===== src/rtl/parity_check_serial.sv =====
// Serial parity checker: receives DATA_BITS data bits LSB-first followed by one
// parity bit, then presents the assembled word and its parity result.
//
// Ports:
//   clk        - clock, rising-edge active
//   rstn       - asynchronous active-low reset
//   din        - serial input bit
//   din_valid  - qualifies din on the current rising edge
//   abort      - synchronous discard of the frame in progress
//   dout       - data of the last completed frame (held)
//   dout_valid - one-cycle pulse after the parity bit is sampled
//   par_err    - parity mismatch flag of the last completed frame (held)
//   err_cnt    - saturating count of frames with a parity mismatch
//   busy       - combinational: a frame is partially received
module parity_check_serial #(
    parameter int unsigned DATA_BITS  = 8,
    parameter int unsigned ODD_PARITY = 0
) (
    input  logic                 clk,
    input  logic                 rstn,
    input  logic                 din,
    input  logic                 din_valid,
    input  logic                 abort,
    output logic [DATA_BITS-1:0] dout,
    output logic                 dout_valid,
    output logic                 par_err,
    output logic [7:0]           err_cnt,
    output logic                 busy
);

    localparam int unsigned CNT_W = 5;
    localparam int unsigned ERR_W = 8;

    localparam logic [1:0] ST_IDLE = 2'd0;
    localparam logic [1:0] ST_DATA = 2'd1;
    localparam logic [1:0] ST_PAR  = 2'd2;

    localparam logic             ODD      = (ODD_PARITY != 0);
    localparam logic [CNT_W-1:0] LAST_CNT = CNT_W'(DATA_BITS);
    localparam logic [ERR_W-1:0] ERR_MAX  = {ERR_W{1'b1}};

    logic [1:0]           state, state_n;
    logic [CNT_W-1:0]     cnt, cnt_n;
    logic                 acc, acc_n;
    logic [DATA_BITS-1:0] shreg, shreg_n;
    logic [DATA_BITS-1:0] dout_n;
    logic                 dout_valid_n;
    logic                 par_err_n;
    logic [ERR_W-1:0]     err_cnt_n;

    // State and datapath registers
    always_ff @(posedge clk or negedge rstn) begin
        if (!rstn) begin
            state      <= ST_IDLE;
            cnt        <= '0;
            acc        <= 1'b0;
            shreg      <= '0;
            dout       <= '0;
            dout_valid <= 1'b0;
            par_err    <= 1'b0;
            err_cnt    <= '0;
        end else begin
            state      <= state_n;
            cnt        <= cnt_n;
            acc        <= acc_n;
            shreg      <= shreg_n;
            dout       <= dout_n;
            dout_valid <= dout_valid_n;
            par_err    <= par_err_n;
            err_cnt    <= err_cnt_n;
        end
    end

    // Next-state and next-output logic; abort outranks din_valid
    always_comb begin
        state_n      = state;
        cnt_n        = cnt;
        acc_n        = acc;
        shreg_n      = shreg;
        dout_n       = dout;
        dout_valid_n = 1'b0;
        par_err_n    = par_err;
        err_cnt_n    = err_cnt;

        if (abort) begin
            state_n = ST_IDLE;
            cnt_n   = '0;
            acc_n   = 1'b0;
            shreg_n = '0;
        end else if (din_valid) begin
            case (state)
                ST_IDLE: begin
                    shreg_n = DATA_BITS'(din);
                    acc_n   = din;
                    cnt_n   = CNT_W'(1);
                    state_n = (LAST_CNT == CNT_W'(1)) ? ST_PAR : ST_DATA;
                end
                ST_DATA: begin
                    // Bits above cnt are still zero, so OR places din at position cnt
                    shreg_n = shreg | (DATA_BITS'(din) << cnt);
                    acc_n   = acc ^ din;
                    cnt_n   = cnt + CNT_W'(1);
                    if (cnt_n == LAST_CNT) begin
                        state_n = ST_PAR;
                    end
                end
                ST_PAR: begin
                    dout_n       = shreg;
                    par_err_n    = acc ^ din ^ ODD;
                    dout_valid_n = 1'b1;
                    if (par_err_n && (err_cnt != ERR_MAX)) begin
                        err_cnt_n = err_cnt + ERR_W'(1);
                    end
                    state_n = ST_IDLE;
                    cnt_n   = '0;
                    acc_n   = 1'b0;
                    shreg_n = '0;
                end
                default: begin
                    state_n = ST_IDLE;
                    cnt_n   = '0;
                    acc_n   = 1'b0;
                    shreg_n = '0;
                end
            endcase
        end
    end

    assign busy = (state == ST_DATA) || (state == ST_PAR);

endmodule


===== config.mk =====
export PLATFORM = sky130hd
export DESIGN_NAME = parity_check_serial
export DESIGN_NICKNAME = d
export VERILOG_FILES = /design/src/rtl/parity_check_serial.sv
export SDC_FILE = /design/constraint.sdc
export NUM_CORES = 1
export LEC_CHECK = 0
export BUFFER_PORTS_ARGS = -buffer_cell sky130_fd_sc_hd__buf_2
export CORE_ASPECT_RATIO = 1.75
export CORE_MARGIN = 2
export CORE_UTILIZATION = 30
export DETAILED_ROUTE_END_ITERATION = 8
export PLACE_DENSITY_LB_ADDON = 0.12
export SLEW_MARGIN = 20
export SYNTH_ARGS = -nofsm -noshare
export SYNTH_HDL_FRONTEND = slang
export SYNTH_SLANG_ARGS = --single-unit

===== constraint.sdc =====
create_clock -name clk -period 1.6 [get_ports clk]
set_clock_uncertainty 0.2 [all_clocks]
set_input_delay 0.4 -clock clk [delete_from_list [all_inputs] [get_ports clk]]
set_output_delay 0.4 -clock clk [all_outputs]
set_load 0.05 [all_outputs]

======== After elaboration in Yosys (flattened, before gate mapping) ========
Index checks and enable logic that the tools add are counted.
storage, ports and cells
  register bits after elaboration ......... 34
  input bits .............................. 5
  output and inout port bits .............. 19
  logic and storage cells ................. 42
cells by class
  add/sub/neg operators ................... 2
  eq/ne operators ......................... 5
  shift-type cells ........................ 1
  mux-type cells .......................... 16
  bitwise operators ....................... 3
  reduce and logical (&&, ||, !) cells .... 7
operators by type and width
  cell                                                             count
  8-bit two-way mux                                                2
  8-bit case mux with 2 select lines                               1
  5-bit two-way mux                                                2
  5-bit case mux with 2 select lines                               1
  8-bit by 1-bit adder with 8-bit output, second input constant    1
  8-bit inequality test, second input constant                     1
  8-bit OR                                                         1
  1-bit by 5-bit << shifter with 8-bit output                      1
  2-bit two-way mux                                                3
  5-bit by 1-bit adder with 5-bit output, second input constant    1
  5-bit by 4-bit == test with 1-bit output, second input constant  1
  1-bit two-way mux                                                5
  2-bit case mux with 2 select lines                               1
  4-bit AND reduction                                              1
  3-bit inequality test, second input constant                     1
  3-bit AND reduction                                              1
  2-bit by 1-bit == test with 1-bit output, second input constant  1
  2-bit == test, second input constant                             1
  2-bit logical NOT                                                1
  1-bit case mux with 2 select lines                               1
  2-bit AND reduction                                              1
  2-bit nonzero test                                               1
  1-bit logical AND                                                1
  1-bit logical OR                                                 1
  other kinds (2)                                                  2

======== Longest topological paths before layout ========
Gate-level depths: netlist of run 1.
  depth in word-level cells ............... 6
  gate-level depth with buffers ........... 7
  mapped depth without buffers ............ 6

======== Least setup slack after synthesis of run 1 ========
OpenSTA, ideal clock, no wires.
  path type ............................... reg-to-reg
  from .................................... register err_cnt[0]
  to ...................................... register err_cnt[1]
  setup time .............................. 0.128 ns
  data arrival time ....................... 1.672 ns
  required time ........................... 1.272 ns
  path slack .............................. -0.400 ns
  stages on the path, launching flop included .. 5
  path buffers ............................ 0
  clock period less this slack ............ 2.000 ns
  cells stage by stage .................... dfrtp_1 ha_1 and4_1 a211o_1 mux2_1
between the ends
  longest elaborated chain between the ends .. 3
  elaborated cells between the ends (all ways) .. 4
  those cells by class .................... 1 x add/sub; 1 x eq/ne; 2 x reduce/logical
RTL lines
  what                                                                                            line  RTL
  start: declaration                                                                              27    output logic [7:0] err_cnt,
  start signal: assignment                                                                        70    err_cnt <= err_cnt_n;
  parallel branches: the longest is 3 deep, another holds 8-bit by 1-bit adder with 8-bit output  --
Several ways; the timed one is not identified.
A chain may end at the register's enable or synchronous reset.

======== Worst setup path after layout of run 1 ========
  from .................................... register state[0]
  to ...................................... output busy
between the ends
  longest elaborated chain between the ends .. 2
  elaborated cells between the ends (all ways) .. 3
  those cells by class .................... 2 x eq/ne; 1 x reduce/logical
RTL lines
  what                                                                              line  RTL
  start: declaration                                                                42    logic [1:0] state, state_n;
  start signal: assignment                                                          63    state <= state_n;
  2-bit by 1-bit == test with 1-bit output / 2-bit == test (equally long branches)  129   assign busy = (state == ST_DATA) || (state == ST_PAR);
  1-bit logical OR (*)                                                              129
  end: declaration                                                                  28    output logic busy
Every way passes the cells marked *; elsewhere a longest branch is shown, timed or not.

==> results.md, run 1 <==
- The worst setup path is of the register to output port kind.
- The cell type with the highest aggregate area in the netlist is sky130_fd_sc_hd__dfrtp_1.
- The final critical-path required period is roughly 1.8 ns.
- The final non-filler cell total is 307.
- The half-perimeter wire length after placement is 2790 microns.
- The analysis attributes to cell leakage a power of 0.00128 uW.
- Across all setup checks in the final design, the least slack found is -0.208 ns.
- The sort of element at the end of the critical path is an output port.
- For this run, the leading register cell type out of synthesis is sky130_fd_sc_hd__dfrtp_1.
- The portion of the post-synthesis area used by sequential elements is 51.3%.
- The mapped netlist covers 0.00166 sq mm.
- The final wirelength is a little over 4000 microns.
- The share of cells above drive strength 1 is 45.9%.
- After global routing the overflow that remains totals 0.
- At the later pin of the worst-skew pair, clock insertion delay measures 0.28 ns.
- The final clock period utilization by the worst path is 113%.
- The initial utilization of the core area, before any placement, comes to 31.3%.
- The number of global-route vias before repair is approximately 1,500.
- STA puts the critical path data arrival time at roughly 1.2 ns.
- For this run, asynchronously set or reset flops after synthesis account for 100%.
- For this design the ratio of total power to cell area is 946 mW/mm^2.
- Yosys printed 0 warnings.
- Entering global routing, the biggest net connects 35 pins.
- Yosys mapped the design onto 37 distinct sky130hd cell types.
- Of the total power, registers draw 37.7%.
- The count of final setup violators is 17.
- At the pin with the least slew margin, the transition time is 0.458 ns.
- The detailed router placed 1,433 vias in this run.
- The number of placed I/O pins is 24.
- The share of total power in the clock network is 38.4%.
- The net total in the final layout is 243.
- Routability-driven placement finished with a final weighted congestion of 0.819.
- In this run the tightest slew margin relative to its limit is 69.2%.
- The smallest hold slack is 0.268 ns.
- The antenna cell count is 0.
- The first global-routing pass estimated ~6600 microns of wire.
- The CTS tree is built.
- The worst-case clock buffer depth is 2.
- The total routing usage reported by global routing is between 10 and 15%.
- The net switching fraction of the power is 27.4%.
- The iteration-0 DRC count of the detailed router is 39.
- By area the synthesized netlist is led by sky130_fd_sc_hd__dfrtp_1 51%, sky130_fd_sc_hd__nand2_1 8.4%, sky130_fd_sc_hd__ha_1 4.5%.
- VDD sags by at most roughly 0.54 mV.
- In the final timing run, aggregate negative setup slack is -1.07 ns.
- The count of antenna-violating nets left after detailed routing is 0.
- The clock root buffer is sky130_fd_sc_hd__clkbuf_8.
- The number of synthesized register bits is 34.
- The filler cell count is 509.
- The area of the die is approximately 0.0062 sq mm.
- The number of remaining DRC errors is 0.
- The placed cell count is 289.
- In the synthesized netlist, the cells that appear most often are 37 x sky130_fd_sc_hd__nand2_1, 34 x sky130_fd_sc_hd__dfrtp_1, 8 x sky130_fd_sc_hd__nand3_1, 8 x sky130_fd_sc_hd__nor2_1, 7 x sky130_fd_sc_hd__a21oi_1.
- STA classifies the critical path startpoint as a register.
- The average wire length per cell after detail routing is between 10 and 15 microns.
- Counting every net in the synthesized netlist gives 178.
- The floorplan has 35 rows.
- Buffers inserted during clock tree synthesis total 5.
- The detail-routed via count per cell is 4.67.
- The part of the total power dissipated in combinational logic is around a quarter.
- In this run the worst path has a maximum fanout of 2.
- The die is 102 microns tall.
- The die is 60.2 microns wide.
- From synthesis to final layout, the design area changed by 58.0%.
- Internal power comes to approximately 1800 uW.
- Across the run, the number of max-cap violations was 0.
- The worst hold-check path type is register to register.
- The power spent charging and discharging nets is roughly 680 uW.
- The top achievable clock speed is 553 MHz.
- Counting every instance in the synthesized netlist gives 167.
- The synthesized design contains 0 enable-type register cells.
- The count of buffers added on input and output ports is 23.
- The share of synthesized area in the top cell type comes to 51.3%.
- After synthesis, the mean cell area works out to 9.93 sq um.
- The CTS clock-pin slew for the worst setup and hold paths is 0.07 ns.
- The core region is 0.00530 sq mm.
- Setup repair after global routing could not meet its margin everywhere.
- The overall power consumption is around 2500 uW.
- The final-report hold violation count came to 0.
- The H-tree depth is 2.
- The initial antenna violation count is 0.
- The final-report max-slew violation count is 0.
- For the worst setup path, the data required time is 1.00 ns.
- CTS saw 34 sinks.
- The leading cell type by number of instances after synthesis is sky130_fd_sc_hd__nand2_1.
- The checks that failed: negative setup slack.
- Before antenna repair, the detailed router went through 4 iterations.
- The run finished, with violations left.
## metrics by stage
stage	instance area, sq um	utilization [%]	setup slack (ns)
finish	2620	49.4	-0.208
global route	2620	49.4	-0.247
CTS	2470	46.5	-0.206
detailed placement	2110	39.8	-0.179
global placement	2110	39.8	-0.115
floorplan	1680	-	-0.187
## critical path, stage by stage (launching register included)
cell and delay, ns:
sky130_fd_sc_hd__dfrtp_1 0.36, sky130_fd_sc_hd__inv_2 0.05, sky130_fd_sc_hd__buf_6 0.11, sky130_fd_sc_hd__ha_4 0.26
sky130_fd_sc_hd__buf_8 0.14
## flip-flops by register name, summed over array words and instances (netlist names)
signal and count:
err_cnt 8, cnt 5, state 2, dout 8, par_err 1, shreg 8, dout_valid 1, acc 1
## placed cells by master (no fill, tap or decap), types with 3 or more instances in the layout
master	instances
sky130_fd_sc_hd__xnor2_1	3
sky130_fd_sc_hd__buf_6	13
sky130_fd_sc_hd__a21oi_1	6
sky130_fd_sc_hd__nor2b_1	4
sky130_fd_sc_hd__buf_2	15
sky130_fd_sc_hd__buf_4	23
sky130_fd_sc_hd__mux2i_1	5
sky130_fd_sc_hd__nand3_1	7
sky130_fd_sc_hd__dfrtp_1	29
sky130_fd_sc_hd__mux2_4	3
sky130_fd_sc_hd__a22o_1	4
sky130_fd_sc_hd__nor2_1	6
sky130_fd_sc_hd__nand4_1	3
sky130_fd_sc_hd__ha_4	3
sky130_fd_sc_hd__dfrtp_2	5
sky130_fd_sc_hd__clkbuf_8	5
sky130_fd_sc_hd__nand2_1	36
sky130_fd_sc_hd__buf_8	8
sky130_fd_sc_hd__inv_1	4
sky130_fd_sc_hd__nand2b_1	3
sky130_fd_sc_hd__nor3_4	3
## routing by layer
| metal | track usage (%) | up-vias | share of wire [%] |
|---|---|---|---|
| met3 | 3.80 | 8 | 3.3 |
| met2 | 25.1 | 35 | 56 |
| met1 | 15.2 | 690 | 39 |
| met5 | 0 | - | 0 |
| li1 | - | 700 | - |
| met4 | 6.84 | 0 | 2.1 |
## final timing paths
check,endpoint,startpoint,cells after the start,slack (ns)
max reg2reg,err_cnt[6]$_DFFE_PN0P_,state[0]$_DFFE_PN0P_,6,-0.12
max in group asynchronous,err_cnt[6]$_DFFE_PN0P_,rstn,3,0.60
min in group asynchronous,err_cnt[3]$_DFFE_PN0P_,rstn,3,0.41
max,busy,state[0]$_DFFE_PN0P_,4,-0.21
min reg2reg,dout[7]$_DFFE_PN0P_,dout[7]$_DFFE_PN0P_,2,0.27
min,dout[7]$_DFFE_PN0P_,dout[7]$_DFFE_PN0P_,2,0.27
## kinds of logic (layout without fill, tap and decap cells)
| family | after synthesis | in the layout | share of synthesized area, % |
|---|---|---|---|
| AND/OR/NAND/NOR | 77 | 77 | 23.0 |
| buffers and inverters | 12 | 78 | 2.79 |
| XOR/XNOR | 4 | 4 | 2.11 |
| adder cells (fa/ha/maj) | 6 | 6 | 4.53 |
| AO/OA/AOI/OAI | 24 | 24 | 9.81 |
| flip-flops | 34 | 34 | 51.3 |
| multiplexers | 10 | 10 | 6.41 |
## repair_timing
action | CTS | global route
endpoints found under the hold margin | 34 | 0
cloned | 0 | 1
hold buffers | 1 | 0
buffers inserted | 6 | 6
gates resized for setup | 47 | 30
setup endpoints to repair | 33 | 35
pin swaps | 5 | 11
## final cells by class
class | count | area, sq um | area share [%]
Clock inverter | 3 | 68.8 | 2.63
Timing Repair Buffer | 63 | 589 | 22.5
Clock buffer | 5 | 68.8 | 2.63
Tap cell | 74 | 92.6 | 3.54
Sequential cell | 34 | 857 | 32.7
Inverter | 7 | 38.8 | 1.48
Multi-Input combinational cell | 121 | 903 | 34.5
## power by group through the flow
stage	sequential, uW	combinational [uW]	clock [uW]
floorplan	1050	153	0
global placement	946	425	0
detailed placement	949	434	0
CTS	933	546	982
global route	939	641	1010
finish	934	592	952
(Power assumes the default switching activity.)
==> run 2: changes to the inputs <==
--- a/config.mk
+++ b/config.mk
@@ -6,11 +6,14 @@
 export NUM_CORES = 1
 export LEC_CHECK = 0
 export BUFFER_PORTS_ARGS = -buffer_cell sky130_fd_sc_hd__buf_2
+export CELL_PAD_IN_SITES_DETAIL_PLACEMENT = 1
+export CELL_PAD_IN_SITES_GLOBAL_PLACEMENT = 2
 export CORE_ASPECT_RATIO = 1.75
 export CORE_MARGIN = 2
 export CORE_UTILIZATION = 30
 export DETAILED_ROUTE_END_ITERATION = 8
 export PLACE_DENSITY_LB_ADDON = 0.12
+export SKIP_CTS_REPAIR_TIMING = 1
 export SLEW_MARGIN = 20
 export SYNTH_ARGS = -nofsm -noshare
 export SYNTH_HDL_FRONTEND = slang
==> results.md, run 2 (synthesized netlist as in run 1, its figures left out) <==
- The flow ran to the end, but the final reports show violations.
- The checks that failed: negative setup slack.
- The critical path goes through inv_2 > buf_6 > ha_4 > buf_12.
- The largest single stage delay on the critical path is 0.37 ns.
- The data required time at the worst endpoint is 1.00 ns.
- Setup repair after global routing could not meet its margin everywhere.
- Counting I/O delays and the setup requirement, the final critical path takes roughly 1.8 ns.
- Max-cap violations in this run came to 0.
- The count of antenna-violating nets left after detailed routing is 0.
- In this run the tightest slew margin relative to its limit is 74.1%.
- In this run, the number of DRC markers left after iteration 0 of detailed routing was 31.
- The wire-length estimate of the detail-placed layout is 3390 microns.
- The placed cell area is around 0.0021 sq mm.
- The CTS clock-pin slew for the worst setup and hold paths is 0.07 ns.
- The floorplan has 35 rows.
- The signal arrival time at the worst endpoint is roughly 1.2 ns.
- The antenna cell count is 0.
- CTS placed an instance of sky130_fd_sc_hd__clkbuf_8 at the clock tree root.
- Summing all non-filler instances in the final layout gives an area of around 0.0026 sq mm.
- Cells fill 48.6% of the core in the end.
- Derived from the worst setup path, the maximum achievable clock frequency is 551 MHz.
- The final weighted congestion of routability-driven global placement is 0.800.
- The final-report max-slew violation count is 0.
- For this block, the routed nets add up to 4590 microns of wire.
- The tree built by TritonCTS fans out to 34 sinks.
- The worst voltage drop across the vdd grid is 0.531 mV.
- From synthesis to final layout, the design area changed by 55.4%.
- The H-tree generated during clock tree synthesis spans 2 levels.
- Once the floorplan was initialized, standard cells occupied 31.3% of the core.
- The first detailed-routing pass took 4 iterations.
- In the final layout, the share of cells above drive strength 1 is 46.6%.
- For the worst-skew pair, the clock arrives at the later sink with an insertion delay of 0.28 ns.
- In the final routed layout, each cell accounts on average for approximately 15 microns.
- Across all layers, the routed design uses approximately 1,500 vias.
- The critical path class is register to output port.
- Global routing used between 10% and 20% of the available tracks.
- The quantity of I/O buffers inserted on ports is 23.
- The number of placed instances, taps included, is 290.
- The die covers 0.00616 sq mm.
- In this run the worst path has a maximum fanout of 2.
- The die height is 102 microns.
- The core area is ~0.0053 sq mm.
- Leaving out fill and tap cells, the most frequent cells in the layout are 33 x sky130_fd_sc_hd__nand2_1, 27 x sky130_fd_sc_hd__dfrtp_1, 27 x sky130_fd_sc_hd__buf_4.
- The most common library cell in the layout ignoring fill and taps is sky130_fd_sc_hd__nand2_1.
- The smallest hold slack is 0.272 ns.
- The number of global-route vias before repair is 1,530.
- Counting along the longest clock path gives a buffer depth of 2.
- The number of remaining DRC errors is 0.
- The number of clock buffers added by TritonCTS is 5.
- The number of placed I/O pins is 24.
- The largest registers in the layout are dout: 8 flops, err_cnt: 8 flops, shreg: 8 flops.
- The final non-filler cell total is 310.
- The first global-routing pass estimated ~7200 microns of wire.
- The worst setup timing slack at the placement stage is -0.182 ns.
- The critical path contains buffers and inverters numbering 3 combined.
- The detail-routed via count per cell is 4.69.
- The setup slack after layout is -0.214 ns.
- The largest individual stage delay along the critical path comes from the cell sky130_fd_sc_hd__dfrtp_1.
- Grouping stages by cell kind, the critical path spends the most delay in flip-flops.
- The final critical path takes up 113% of the cycle.
- The reported leakage power is 0.00124 uW.
- In this run the horizontal extent of the chip is between 60 and 70 microns.
- For the pin with the worst max-slew slack, the measured transition is 0.389 ns.
- Entering global routing, the biggest net connects 21 pins.
- Fill cells in the final layout number around 600.
- The sort of element at the end of the critical path is an output port.
- The CTS tree is built.
- The initial antenna violation count is 0.
- The worst setup path is launched from a register.
- The worst hold-check path type is register to register.
- The final-report hold violation count is 0.
- The count of final setup violators is 17.
- The residual overflow from global routing is 0.
- The power per standard cell area is 846 mW/mm^2.
- After the last flow step, the layout net total stands at 246.
run 2: cell types whose count changed in the layout (fill, tap and decap cells not counted), moves of 2 or more:
cell,delta
sky130_fd_sc_hd__buf_4,+4
sky130_fd_sc_hd__nand2_1,-3
sky130_fd_sc_hd__nand2_2,+3
sky130_fd_sc_hd__bufinv_16,-2
sky130_fd_sc_hd__dfrtp_1,-2
sky130_fd_sc_hd__dfrtp_2,+2
sky130_fd_sc_hd__mux2_1,+2
sky130_fd_sc_hd__o21ai_0,+2
run 2: per-layer routing:
layer / track usage [%] / part of all wire [%] / vias up
met5: 0 / 0 / -
met4: 7.01 / 3.2 / 0
met3: 3.29 / 2.7 / 10
met2: 29.6 / 59 / 24
met1: 16.1 / 36 / 718
li1: - / - / 703
run 2: final cells by class:
class / instances / area (sq um) / area share, %
inverter: 7 / 30.0 / 1.17
tap: 74 / 92.6 / 3.59
clock buffer: 7 / 86.3 / 3.35
multi-input combinational: 121 / 902 / 35.0
clock inverter: 1 / 5.00 / 0.194
sequential: 34 / 860 / 33.4
timing repair buffer: 66 / 601 / 23.3
run 2: through the flow:
stage,total power [uW],TNS [ns]
floorplan,1210,-0.377
global placement,1410,-2.15
detailed placement,1420,-3.09
CTS,2090,-4.21
global route,2280,-3.00
finish,2180,-1.31
run 2: worst min-delay path: cells and delay by family (launching register included):
family / cells / cell delay [ns]
DFF: 1 / 0.34
and+or+nand+nor: 2 / 0.10
run 2: report_power, final:
group | switching (uW) | total [uW] | internal [uW]
sequential | 36.1 | 939 | 903
combinational | 315 | 578 | 263
clock | 316 | 663 | 347
run 2: path summary, 6_finish.rpt:
check / startpoint / end / slack [ns] / cells after the start
worst max-delay path: state[0]$_DFFE_PN0P_ / busy / -0.21 / 4
worst min-delay path: dout[2]$_DFFE_PN0P_ / dout[2]$_DFFE_PN0P_ / 0.27 / 2
worst max register to register: state[0]$_DFFE_PN0P_ / err_cnt[1]$_DFFE_PN0P_ / -0.16 / 6
worst min register to register: dout[2]$_DFFE_PN0P_ / dout[2]$_DFFE_PN0P_ / 0.27 / 2
max in group asynchronous: rstn / err_cnt[6]$_DFFE_PN0P_ / 0.38 / 3
min in group asynchronous: rstn / dout[5]$_DFFE_PN0P_ / 0.37 / 2
==> run 3: changes to the inputs <==
--- a/config.mk
+++ b/config.mk
@@ -8,7 +8,7 @@
 export BUFFER_PORTS_ARGS = -buffer_cell sky130_fd_sc_hd__buf_2
 export CELL_PAD_IN_SITES_DETAIL_PLACEMENT = 1
 export CELL_PAD_IN_SITES_GLOBAL_PLACEMENT = 2
-export CORE_ASPECT_RATIO = 1.75
+export CORE_ASPECT_RATIO = 0.7
 export CORE_MARGIN = 2
 export CORE_UTILIZATION = 30
 export DETAILED_ROUTE_END_ITERATION = 8
==> results.md, run 3 (synthesized netlist as in run 1, its figures left out) <==
- The run finished, with violations left.
- The checks that failed: negative setup slack.
- For this design the static power due to leakage is 0.00123 uW.
- The placed instances occupy a cell area of 0.00212 sq mm.
- Data on the critical path is required at its endpoint by ~1.6 ns.
- For the worst-skew pair, the clock arrives at the later sink with an insertion delay of 0.28 ns.
- In this run the worst hold path is classified as register to register.
- The largest single stage delay on the critical path is 0.42 ns.
- The detailed router placed 1,441 vias in this run.
- The share of total power in the clock network is 40.0%.
- The number of cells traversed by the worst register-to-register path is 6.
- At the pin with the least slew margin, the transition time is 0.510 ns.
- In the final routed layout, each cell accounts on average for ~14 microns.
- The final-report hold violation count is 0.
- The count of antenna-violating nets left after detailed routing is 0.
- The signal arrival time at the worst endpoint is 1.82 ns.
- The tightest slew margin relative to the limit is about 66%.
- Per report_power, the sequential group accounts for 38.4% of the total.
- The HPWL after detailed placement is about 3200 microns.
- In this run, CTS created clock tree buffers numbering 5.
- The sum of negative setup slack is -3.01 ns.
- Across the run, the number of max-cap violations was 0.
- The sort of element at the end of the critical path is a register.
- The clock root buffer is sky130_fd_sc_hd__clkbuf_8.
- The wire length of the first global-routing pass is between 7000 and 8000 microns.
- The final critical-path required period is about 1.9 ns.
- After detailed routing, the number of vias per cell comes to 4.71.
- The layout has ~590 filler cells.
- The internal cell power is 1800 uW.
- The H-tree depth is 2.
- Of the available clock period, the critical path in the final layout requires 116%.
- The congestion estimate from routability-driven global placement came to just over 0.8.
- The number of placed I/O pins is 24.
- Summing all multi-input logic gate instances after layout gives 852 sq um.
- Derived from the worst setup path, the maximum achievable clock frequency is 537 MHz.
- Global routing used 15.2% of the available tracks across all layers.
- The clock net sink count is 34.
- The number of remaining DRC errors is 0.
- The largest individual stage delay along the critical path comes from the cell sky130_fd_sc_hd__dfrtp_1.
- Setup violations remaining at the end of the flow were counted as 26.
- Setup repair after global routing could not meet its margin everywhere.
- Per report_power, the combinational group accounts for 21.6% of the total.
- The CTS tree is built.
- Once the floorplan was initialized, standard cells occupied 31.4% of the core.
- The count of cell instances traversed by the critical path is 6.
- The setup slack after layout is -0.263 ns.
- The number of global-route vias before repair is ~1,500.
- The cell family with the largest share of critical-path delay is simple AND/OR/NAND/NOR gates.
- The die width is 92.9 microns.
- Summing all flip-flop and latch instances after layout gives around 860 sq um.
- The repair_antennas step left the layout with diodes totalling 0.
- The worst voltage drop across the vdd grid is around 0.86 mV.
- The iteration-0 DRC count of the detailed router is between 40 and 50.
- The critical path launch point type is a register.
- At the end of the flow, the number of nets in the layout was 244.
- The site row count is 22.
- The count of buffer and inverter cells on the critical path is 1.
- The most common library cell in the layout ignoring fill and taps is sky130_fd_sc_hd__nand2_1.
- The pin count of the biggest net entering global routing is 22.
- For this design the ratio of total power to cell area is 968 mW/mm^2.
- The net switching fraction of the power is 26.6%.
- The critical path goes through inv_2 > ha_1 > nand3b_1 > nor2_4 > nand4_1 > mux2_1.
- For this run, the detailed router's first-pass iteration total came to 4.
- In the final layout, the registers with the most flip-flops are dout: 8 flops, err_cnt: 8 flops, shreg: 8 flops.
- The final-report max-slew violation count was 0.
- The die covers 0.00615 sq mm.
- The residual overflow from global routing is 0.
- The share of cells above drive strength 1 is 41.9%.
- The cell depth of the worst hold path is 2.
- The highest net fanout along the worst path is 5.
- The area growth from synthesis to layout is 52.5%.
- The worst-case clock buffer depth is 2.
- The core region is around 0.0053 sq mm.
- During placement, the flow inserted port buffers numbering 23.
- The CTS clock-pin slew for the worst setup and hold paths is 0.07 ns.
- The initial antenna violation count is 0.
- The floorplan step set the die height to 66.2 microns.
- The worst setup path is of the register to register kind.
- For this design the total switching power over the nets is about 650 uW.
- For this block, the routed nets add up to 4440 microns of wire.
- Leaving out fill and tap cells, the most frequent cells in the layout are 37 x sky130_fd_sc_hd__nand2_1, 30 x sky130_fd_sc_hd__buf_4, 28 x sky130_fd_sc_hd__dfrtp_1.
- The area of all placed cells without fillers is 0.00253 sq mm.
==> run 3: cell types whose count changed in the layout (fill, tap and decap cells not counted), moves of 2 or more <==
cell and change:
sky130_fd_sc_hd__nand2_1 +4, sky130_fd_sc_hd__buf_6 -3, sky130_fd_sc_hd__bufinv_16 +2, sky130_fd_sc_hd__buf_4 +3
sky130_fd_sc_hd__nand2_2 -4, sky130_fd_sc_hd__ha_1 +2, sky130_fd_sc_hd__ha_2 -2
==> run 3: area by class of cell <==
cell class                      instances  share of cell area, %
Clock buffer                            6                   3.27
Clock inverter                          2                   2.38
Inverter                                7                   1.19
Multi-Input combinational cell        121                   33.7
Sequential cell                        34                   34.0
Tap cell                               72                   3.56
Timing Repair Buffer                   64                   21.9
==> run 3: final timing paths <==
kind / startpoint / to / slack (ns)
setup reg to reg: state[0]$_DFFE_PN0P_ / err_cnt[4]$_DFFE_PN0P_ / -0.26
setup / recovery: state[0]$_DFFE_PN0P_ / err_cnt[4]$_DFFE_PN0P_ / -0.26
hold / removal: dout[3]$_DFFE_PN0P_ / dout[3]$_DFFE_PN0P_ / 0.28
hold reg to reg: dout[3]$_DFFE_PN0P_ / dout[3]$_DFFE_PN0P_ / 0.28
min in group asynchronous: rstn / err_cnt[3]$_DFFE_PN0P_ / 0.38
max in group asynchronous: rstn / err_cnt[5]$_DFFE_PN0P_ / 0.35
==> run 3: through the flow <==
| stage | hold WS [ns] | setup slack (ns) | util [%] | power, uW | cells |
|---|---|---|---|---|---|
| detailed placement | 0.160 | -0.227 | 40.1 | 1390 | 289 |
| CTS | -0.144 | -0.400 | 42.8 | 2390 | 297 |
| global route | 0.316 | -0.335 | 47.8 | 2550 | 306 |
| finish | 0.277 | -0.263 | 47.8 | 2450 | 306 |
| global placement | 0.149 | -0.143 | 40.1 | 1380 | 289 |
| floorplan | -0.0956 | -0.187 | - | 1210 | 167 |
==> run 3: worst register-to-register path: cells and delay by family (launching register included) <==
| family | cells | cell delay, ns |
|---|---|---|
| and+or+nand+nor | 3 | 0.57 |
| buffers and inverters | 1 | 0.09 |
| muxes | 1 | 0.32 |
| DFF | 1 | 0.42 |
| adders and majority gates | 1 | 0.16 |
==> run 3: power groups by stage <==
stage                     clock, uW  sequential, uW  combinational [uW]
after detailed placement          0             950                 441
after global routing           1040             944                 570
after floorplan                   0            1050                 153
after CTS                      1010             934                 443
final                           979             940                 527
after global placement            0             948                 427
==> run 3: metal layers <==
layer  vias up  share of wire (%)  GRT usage [%]
met2        18                 51           27.0
met3         2                3.2           3.76
met1       719                 45           18.8
met4         0               0.45           3.31
li1        702                  -              -
met5         -                  0              0
